$ cat src/rtl/uart_arb_pkg.sv
// Shared types and the round-robin search helper for the UART transmit arbiter.
package uart_arb_pkg;

  localparam int BYTE_W  = 8;
  localparam int MAX_REQ = 8;

  typedef enum logic [1:0] {IDLE, WAIT, HOLD} state_t;

  typedef struct packed {
    logic [2:0] idx;
    logic       found;
  } pick_t;

  // Rotate the request mask so the pointer lands on bit 0, take the lowest set
  // bit, then map that position back to a requester index modulo n.
  function automatic pick_t rr_pick(input logic [MAX_REQ-1:0] mask,
                                    input logic [2:0]         ptr,
                                    input int                 n);
    pick_t              r;
    logic [MAX_REQ-1:0] rot;
    r   = '0;
    rot = '0;
    for (int i = 0; i < MAX_REQ; i++) begin
      if (i < n) rot[3'(i)] = mask[3'((i + int'(ptr)) % n)];
    end
    for (int i = MAX_REQ - 1; i >= 0; i--) begin
      if (rot[3'(i)]) begin
        r.found = 1'b1;
        r.idx   = 3'((i + int'(ptr)) % n);
      end
    end
    return r;
  endfunction

endpackage

$ cat src/rtl/rr_priority_picker.sv
// Combinational round-robin picker: first set request at or above ptr_i, wrapping.
module rr_priority_picker #(
  parameter  int NUM_REQ = 4,
  localparam int GW      = $clog2(NUM_REQ)
) (
  input  logic [NUM_REQ-1:0] mask_i,
  input  logic [GW-1:0]      ptr_i,
  output logic [GW-1:0]      idx_o,
  output logic               found_o
);
  import uart_arb_pkg::*;

  pick_t pick;

  always_comb begin
    pick    = rr_pick(MAX_REQ'(mask_i), 3'(ptr_i), NUM_REQ);
    idx_o   = GW'(pick.idx);
    found_o = pick.found;
  end

endmodule

$ cat src/rtl/uart_tx_arbiter.sv
// Round-robin, packet-locked arbiter sharing one UART transmitter among NUM_REQ requesters.
// Optional idle-hold release timer: define UART_ARB_HOLD_TIMEOUT_EN.
module uart_tx_arbiter import uart_arb_pkg::*; #(
  parameter  int NUM_REQ      = 4,
  parameter  int HOLD_TIMEOUT = 65535,
  localparam int GW           = $clog2(NUM_REQ)
) (
  input  logic                      clk,
  input  logic                      reset,
  input  logic [NUM_REQ-1:0]        req_valid,
  input  logic [BYTE_W*NUM_REQ-1:0] req_data,
  input  logic [NUM_REQ-1:0]        req_last,
  output logic [NUM_REQ-1:0]        req_ack,
  output logic                      uart_tx_req,
  output logic [BYTE_W-1:0]         uart_tx_data,
  input  logic                      uart_tx_ready,
  output logic [GW-1:0]             grant_id,
  output logic                      busy,
  output logic                      released_by_timeout
);

  if (NUM_REQ < 2 || NUM_REQ > MAX_REQ || HOLD_TIMEOUT < 1) begin : g_bad_cfg
    $error("uart_tx_arbiter: NUM_REQ must be 2..8 and HOLD_TIMEOUT >= 1");
  end

  state_t              state_q, state_d;
  logic [GW-1:0]       ptr_q, ptr_d, grant_q, grant_d;
  logic [GW-1:0]       pick_idx, sel_idx, ptr_next;
  logic                pick_found, capture, sel_last;
  logic                lock_q, lock_d, txreq_q, txreq_d, busy_q, busy_d;
  logic [BYTE_W-1:0]   data_q, data_d, sel_data;
  logic [NUM_REQ-1:0]  ack_q, ack_d;

`ifdef UART_ARB_HOLD_TIMEOUT_EN
  localparam int CW = $clog2(HOLD_TIMEOUT + 1);
  logic [CW-1:0] cnt_q, cnt_d;
  logic          tmo_q, tmo_d;
`endif

  rr_priority_picker #(.NUM_REQ(NUM_REQ)) u_picker (
    .mask_i  (req_valid),
    .ptr_i   (ptr_q),
    .idx_o   (pick_idx),
    .found_o (pick_found)
  );

  // IDLE arbitrates over everyone; HOLD only listens to the locked owner.
  assign sel_idx  = (state_q == HOLD) ? grant_q : pick_idx;
  assign sel_data = req_data[int'(sel_idx)*BYTE_W +: BYTE_W];
  assign sel_last = req_last[sel_idx];
  assign capture  = ((state_q == IDLE) && pick_found) ||
                    ((state_q == HOLD) && req_valid[grant_q]);
  assign ptr_next = (grant_q == GW'(NUM_REQ - 1)) ? '0 : grant_q + GW'(1);

  always_comb begin
    state_d = state_q;
    ptr_d   = ptr_q;
    grant_d = grant_q;
    lock_d  = lock_q;
    data_d  = data_q;
    txreq_d = 1'b0;
    ack_d   = '0;
`ifdef UART_ARB_HOLD_TIMEOUT_EN
    cnt_d   = cnt_q;
    tmo_d   = 1'b0;
`endif
    if (capture) begin
      grant_d        = sel_idx;
      data_d         = sel_data;
      lock_d         = ~sel_last;
      txreq_d        = 1'b1;
      ack_d[sel_idx] = 1'b1;
      state_d        = WAIT;
    end else begin
      unique case (state_q)
        WAIT: begin
          if (uart_tx_ready) begin
            if (lock_q) begin
              state_d = HOLD;
`ifdef UART_ARB_HOLD_TIMEOUT_EN
              cnt_d   = '0;
`endif
            end else begin
              ptr_d   = ptr_next;
              state_d = IDLE;
            end
          end
        end
        HOLD: begin
`ifdef UART_ARB_HOLD_TIMEOUT_EN
          cnt_d = cnt_q + CW'(1);
          if (cnt_q == CW'(HOLD_TIMEOUT - 1)) begin
            lock_d  = 1'b0;
            ptr_d   = ptr_next;
            state_d = IDLE;
            tmo_d   = 1'b1;
          end
`endif
        end
        default: ;
      endcase
    end
    busy_d = (state_d != IDLE);
  end

  always_ff @(posedge clk or posedge reset) begin
    if (reset) begin
      state_q <= IDLE;
      ptr_q   <= '0;
      grant_q <= '0;
      lock_q  <= 1'b0;
      data_q  <= '0;
      txreq_q <= 1'b0;
      ack_q   <= '0;
      busy_q  <= 1'b0;
    end else begin
      state_q <= state_d;
      ptr_q   <= ptr_d;
      grant_q <= grant_d;
      lock_q  <= lock_d;
      data_q  <= data_d;
      txreq_q <= txreq_d;
      ack_q   <= ack_d;
      busy_q  <= busy_d;
    end
  end

`ifdef UART_ARB_HOLD_TIMEOUT_EN
  always_ff @(posedge clk or posedge reset) begin
    if (reset) begin
      cnt_q <= '0;
      tmo_q <= 1'b0;
    end else begin
      cnt_q <= cnt_d;
      tmo_q <= tmo_d;
    end
  end
  assign released_by_timeout = tmo_q;
`else
  assign released_by_timeout = 1'b0;
`endif

  assign req_ack      = ack_q;
  assign uart_tx_req  = txreq_q;
  assign uart_tx_data = data_q;
  assign grant_id     = grant_q;
  assign busy         = busy_q;

endmodule

$ cat config.mk
export PLATFORM = sky130hd
export DESIGN_NAME = uart_tx_arbiter
export DESIGN_NICKNAME = d
export VERILOG_FILES = /design/src/rtl/uart_arb_pkg.sv /design/src/rtl/rr_priority_picker.sv /design/src/rtl/uart_tx_arbiter.sv
export SDC_FILE = /design/constraint.sdc
export NUM_CORES = 1
export LEC_CHECK = 0
export CAP_MARGIN = 10
export CORE_MARGIN = 2
export CORE_UTILIZATION = 65
export CTS_BUF_LIST = sky130_fd_sc_hd__clkbuf_4 sky130_fd_sc_hd__clkbuf_8
export CTS_CLUSTER_DIAMETER = 100
export CTS_CLUSTER_SIZE = 40
export DETAILED_ROUTE_END_ITERATION = 10
export DONT_BUFFER_PORTS = 1
export GPL_ROUTABILITY_DRIVEN = 0
export HOLD_SLACK_MARGIN = 0.03
export PLACE_DENSITY_LB_ADDON = 0.2
export SLEW_MARGIN = 20
export SYNTH_ARGS = -nofsm -noshare
export SYNTH_HDL_FRONTEND = slang
export SYNTH_SLANG_ARGS = --single-unit
$ cat constraint.sdc
create_clock -name clk -period 4 [get_ports clk]
set_input_delay 0.4 -clock clk [delete_from_list [all_inputs] [get_ports clk]]
set_output_delay 0.4 -clock clk [all_outputs]
set_load 0.01 [all_outputs]
==> impl_metrics.json <==
{
  "cp_common_cell": "mux2i_1",
  "fmax_ghz": 0.4464,
  "path_class": "reg -> reg",
  "synthTopCellsByArea": "dfrtp_1, mux2i_1, mux2_2, nor2_1, buf_6",
  "final_common_cell": "mux2i_1",
  "finalHoldViolations": 0,
  "clockBufferDepth": 2,
  "ys_seq_elements": 21,
  "syn_to_final_growth_pct": -1.130,
  "io_buffers": 0,
  "grt_pass1_vias": 828,
  "yosys_most_used_dff": "dfrtp_1",
  "powerDensity_nw_per_um2": 835.3,
  "preCtsSetupSlack_ns": 1.761,
  "cp.required_ns": 4.20,
  "crit_slowest_cell": "a41oi_4",
  "dpl.hpwl_um": 1762,
  "antenna_found_initial": 0,
  "fin_nets": 159,
  "cts-resized-gates": 0,
  "tns_ns": 0,
  "mostFrequentLayoutCells": "mux2i_1, dfrtp_1, nor2_1",
  "critPathArrivalTime_ns": 2.44,
  "die_w_um": 49.22,
  "finClkSkew_ns": 0.003656,
  "r2r-end": "uart_tx_data[1]$_DFFE_PP0P_",
  "grt_max_degree": 22,
  "ios": 60,
  "ant_nets": 0,
  "yosysTopAreaCell": "dfrtp_1",
  "drc": 0,
  "crit_buf_inv": 0,
  "drive_gt1_frac": 0.1842,
  "crit-reg2reg-launch": "ptr_q[1]$_DFFE_PP0P_",
  "post_cts.repair.setup_buffers": 0,
  "synth_top_area_share": 0.3955,
  "synth-edff-count": 0,
  "p_leak_nw": 0.6357,
  "start_kind": "flop",
  "wl_met3_um": 186,
  "drt-total-wl_um": 2307,
  "die-height_um": 49.22,
  "period_needed_ns": 2.240,
  "wl_per_cell_um": 16.36,
  "antenna_cells": 0,
  "routed-via-count": 857,
  "async_reset_ff_frac": 1.000,
  "syn_inst": 116,
  "met2_length_um": 1172,
  "slowest_delay_ns": 0.75,
  "track_usage": 0.1942,
  "wl_met1_um": 899,
  "crit_family": "compound AO/OA/AOI/OAI gates",
  "crit_cells": 6,
  "r2r_cells": 6,
  "drt-initial-drc-count": 13,
  "hp-class": "in -> async",
  "syn-num-nets": 160,
  "setup_violations": 0,
  "fin_cells": 141,
  "maxCapViolations": 0,
  "numCtsBuffers": 3,
  "clk_latency_ns": 0.30,
  "path_max_fanout": 21,
  "firstDrtPassIters": 4,
  "fin_ws_ns": 1.760,
  "vdd_drop_max_v": 0.0004874,
  "maxSlewViolCount": 0,
  "routed.top_layer": "met4",
  "synth_area_um2": 1329,
  "grt_overflow_total": 0,
  "num_rows": 16,
  "core_um2": 1942,
  "worst_pin_slew_ns": 0.8784,
  "viasPerCell": 6.078,
  "dieArea_um2": 2422,
  "cts_tree": "done",
  "cts_hold_buf": 0,
  "slew_headroom": 0.4125,
  "dp_cells": 137,
  "r2r_slack_ns": 1.76,
  "cts_root_buf": "clkbuf_4",
  "ys_warn_count": 0,
  "cts.sinks": 21,
  "synth_cell_type_count": 34,
  "status": "finished clean",
  "start_util": 0.6843,
  "post-route-period-util": 0.5600,
  "path_clk_slew_ns": 0.12,
  "htreeDepth": 1,
  "rsz0062_at_grt": "no",
  "end_kind": "flop",
  "critPathLaunch": "ptr_q[1]$_DFFE_PP0P_",
  "syn_avg_cell_area_um2": 11.45,
  "seq_area_frac_synth": 0.3955,
  "grt_pass1_wl_um": 3498,
  "path_cells": "and3b_1 > o21ai_2 > a41oi_4 > mux2i_1 > mux2i_1 > mux2_2"
}
[state kept, by name (all words and copies together), names as in the netlist]
| signal | flops |
|---|---|
| uart_tx_data | 8 |
| req_ack | 4 |
| grant_id | 2 |
| ptr_q | 2 |
| state_q | 2 |
| busy | 1 |
| lock_q | 1 |
| uart_tx_req | 1 |
[report_power, final]
group | leakage, nW | total, W | switching (W) | internal [W]
Combinational | 0.367 | 0.000550 | 0.000259 | 0.000291
Clock | 0.0177 | 0.000101 | 0.0000641 | 0.0000373
Sequential | 0.251 | 0.000446 | 0.000131 | 0.000314
[Yosys cell counts (all sizes together) (2+ instances only)]
master	count
a21oi	6
buf	6
dfrtp	21
inv	5
mux2	10
mux2i	27
nand2	4
nand2b	5
nor2	11
nor2b	3
o21a	2
o21ai	3
o22ai	2
[worst reg2reg max path, stage by stage, from the launching register on]
cell,delay [ns]
dfrtp_1,0.45
and3b_1,0.21
o21ai_2,0.07
a41oi_4,0.75
mux2i_1,0.27
mux2i_1,0.10
mux2_2,0.29
[logic make-up (layout without fill, tap and decap cells)]
kind of cell	after synthesis	count (layout)	synth area share
AND/OR/NAND/NOR	28	28	0.1102
adder cells (fa/ha/maj)	1	1	0.009415
flip-flops	21	21	0.3955
buffers and inverters	11	9	0.07156
multiplexers	38	38	0.3079
AO/OA/AOI/OAI	16	16	0.1026
other	1	1	0.002822
[area by class of cell]
type,instances,area [µm²]
inverters,5,18.77
multi-input cells,84,708.2
well taps,27,33.78
clock inverters,1,5.005
clock buffers,3,22.52
fillers,175,628.1
flip-flops and latches,21,525.5
[stage by stage]
step	utilization	hold WS, ns	cell area (µm²)	power [W]
after floorplan	-	0.3765	1329	0.0009931
after global placement	0.6624	0.4726	1286	0.0009823
after detailed placement	0.6624	0.4718	1286	0.001011
after CTS	0.6765	0.1248	1314	0.001114
after global routing	0.6765	0.1656	1314	0.001178
final	0.6765	0.1021	1314	0.001097
[metal layers]
metal	track usage	vias to the layer above
met2	0.3266	38
met4	0.1143	0
met3	0.04908	5
met5	0	-
met1	0.2215	409
li1	-	405
[worst max path at each step]
| stage | to | slack [ns] |
|---|---|---|
| floorplan | uart_tx_data[5]$_DFFE_PP0P_ | 2.25 |
| global placement | uart_tx_data[6]$_DFFE_PP0P_ | 1.84 |
| detailed placement | uart_tx_data[1]$_DFFE_PP0P_ | 1.76 |
| CTS | uart_tx_data[1]$_DFFE_PP0P_ | 1.74 |
| global route | uart_tx_data[5]$_DFFE_PP0P_ | 1.59 |
| finish | uart_tx_data[1]$_DFFE_PP0P_ | 1.76 |
Power figures use the tool's default switching activity.
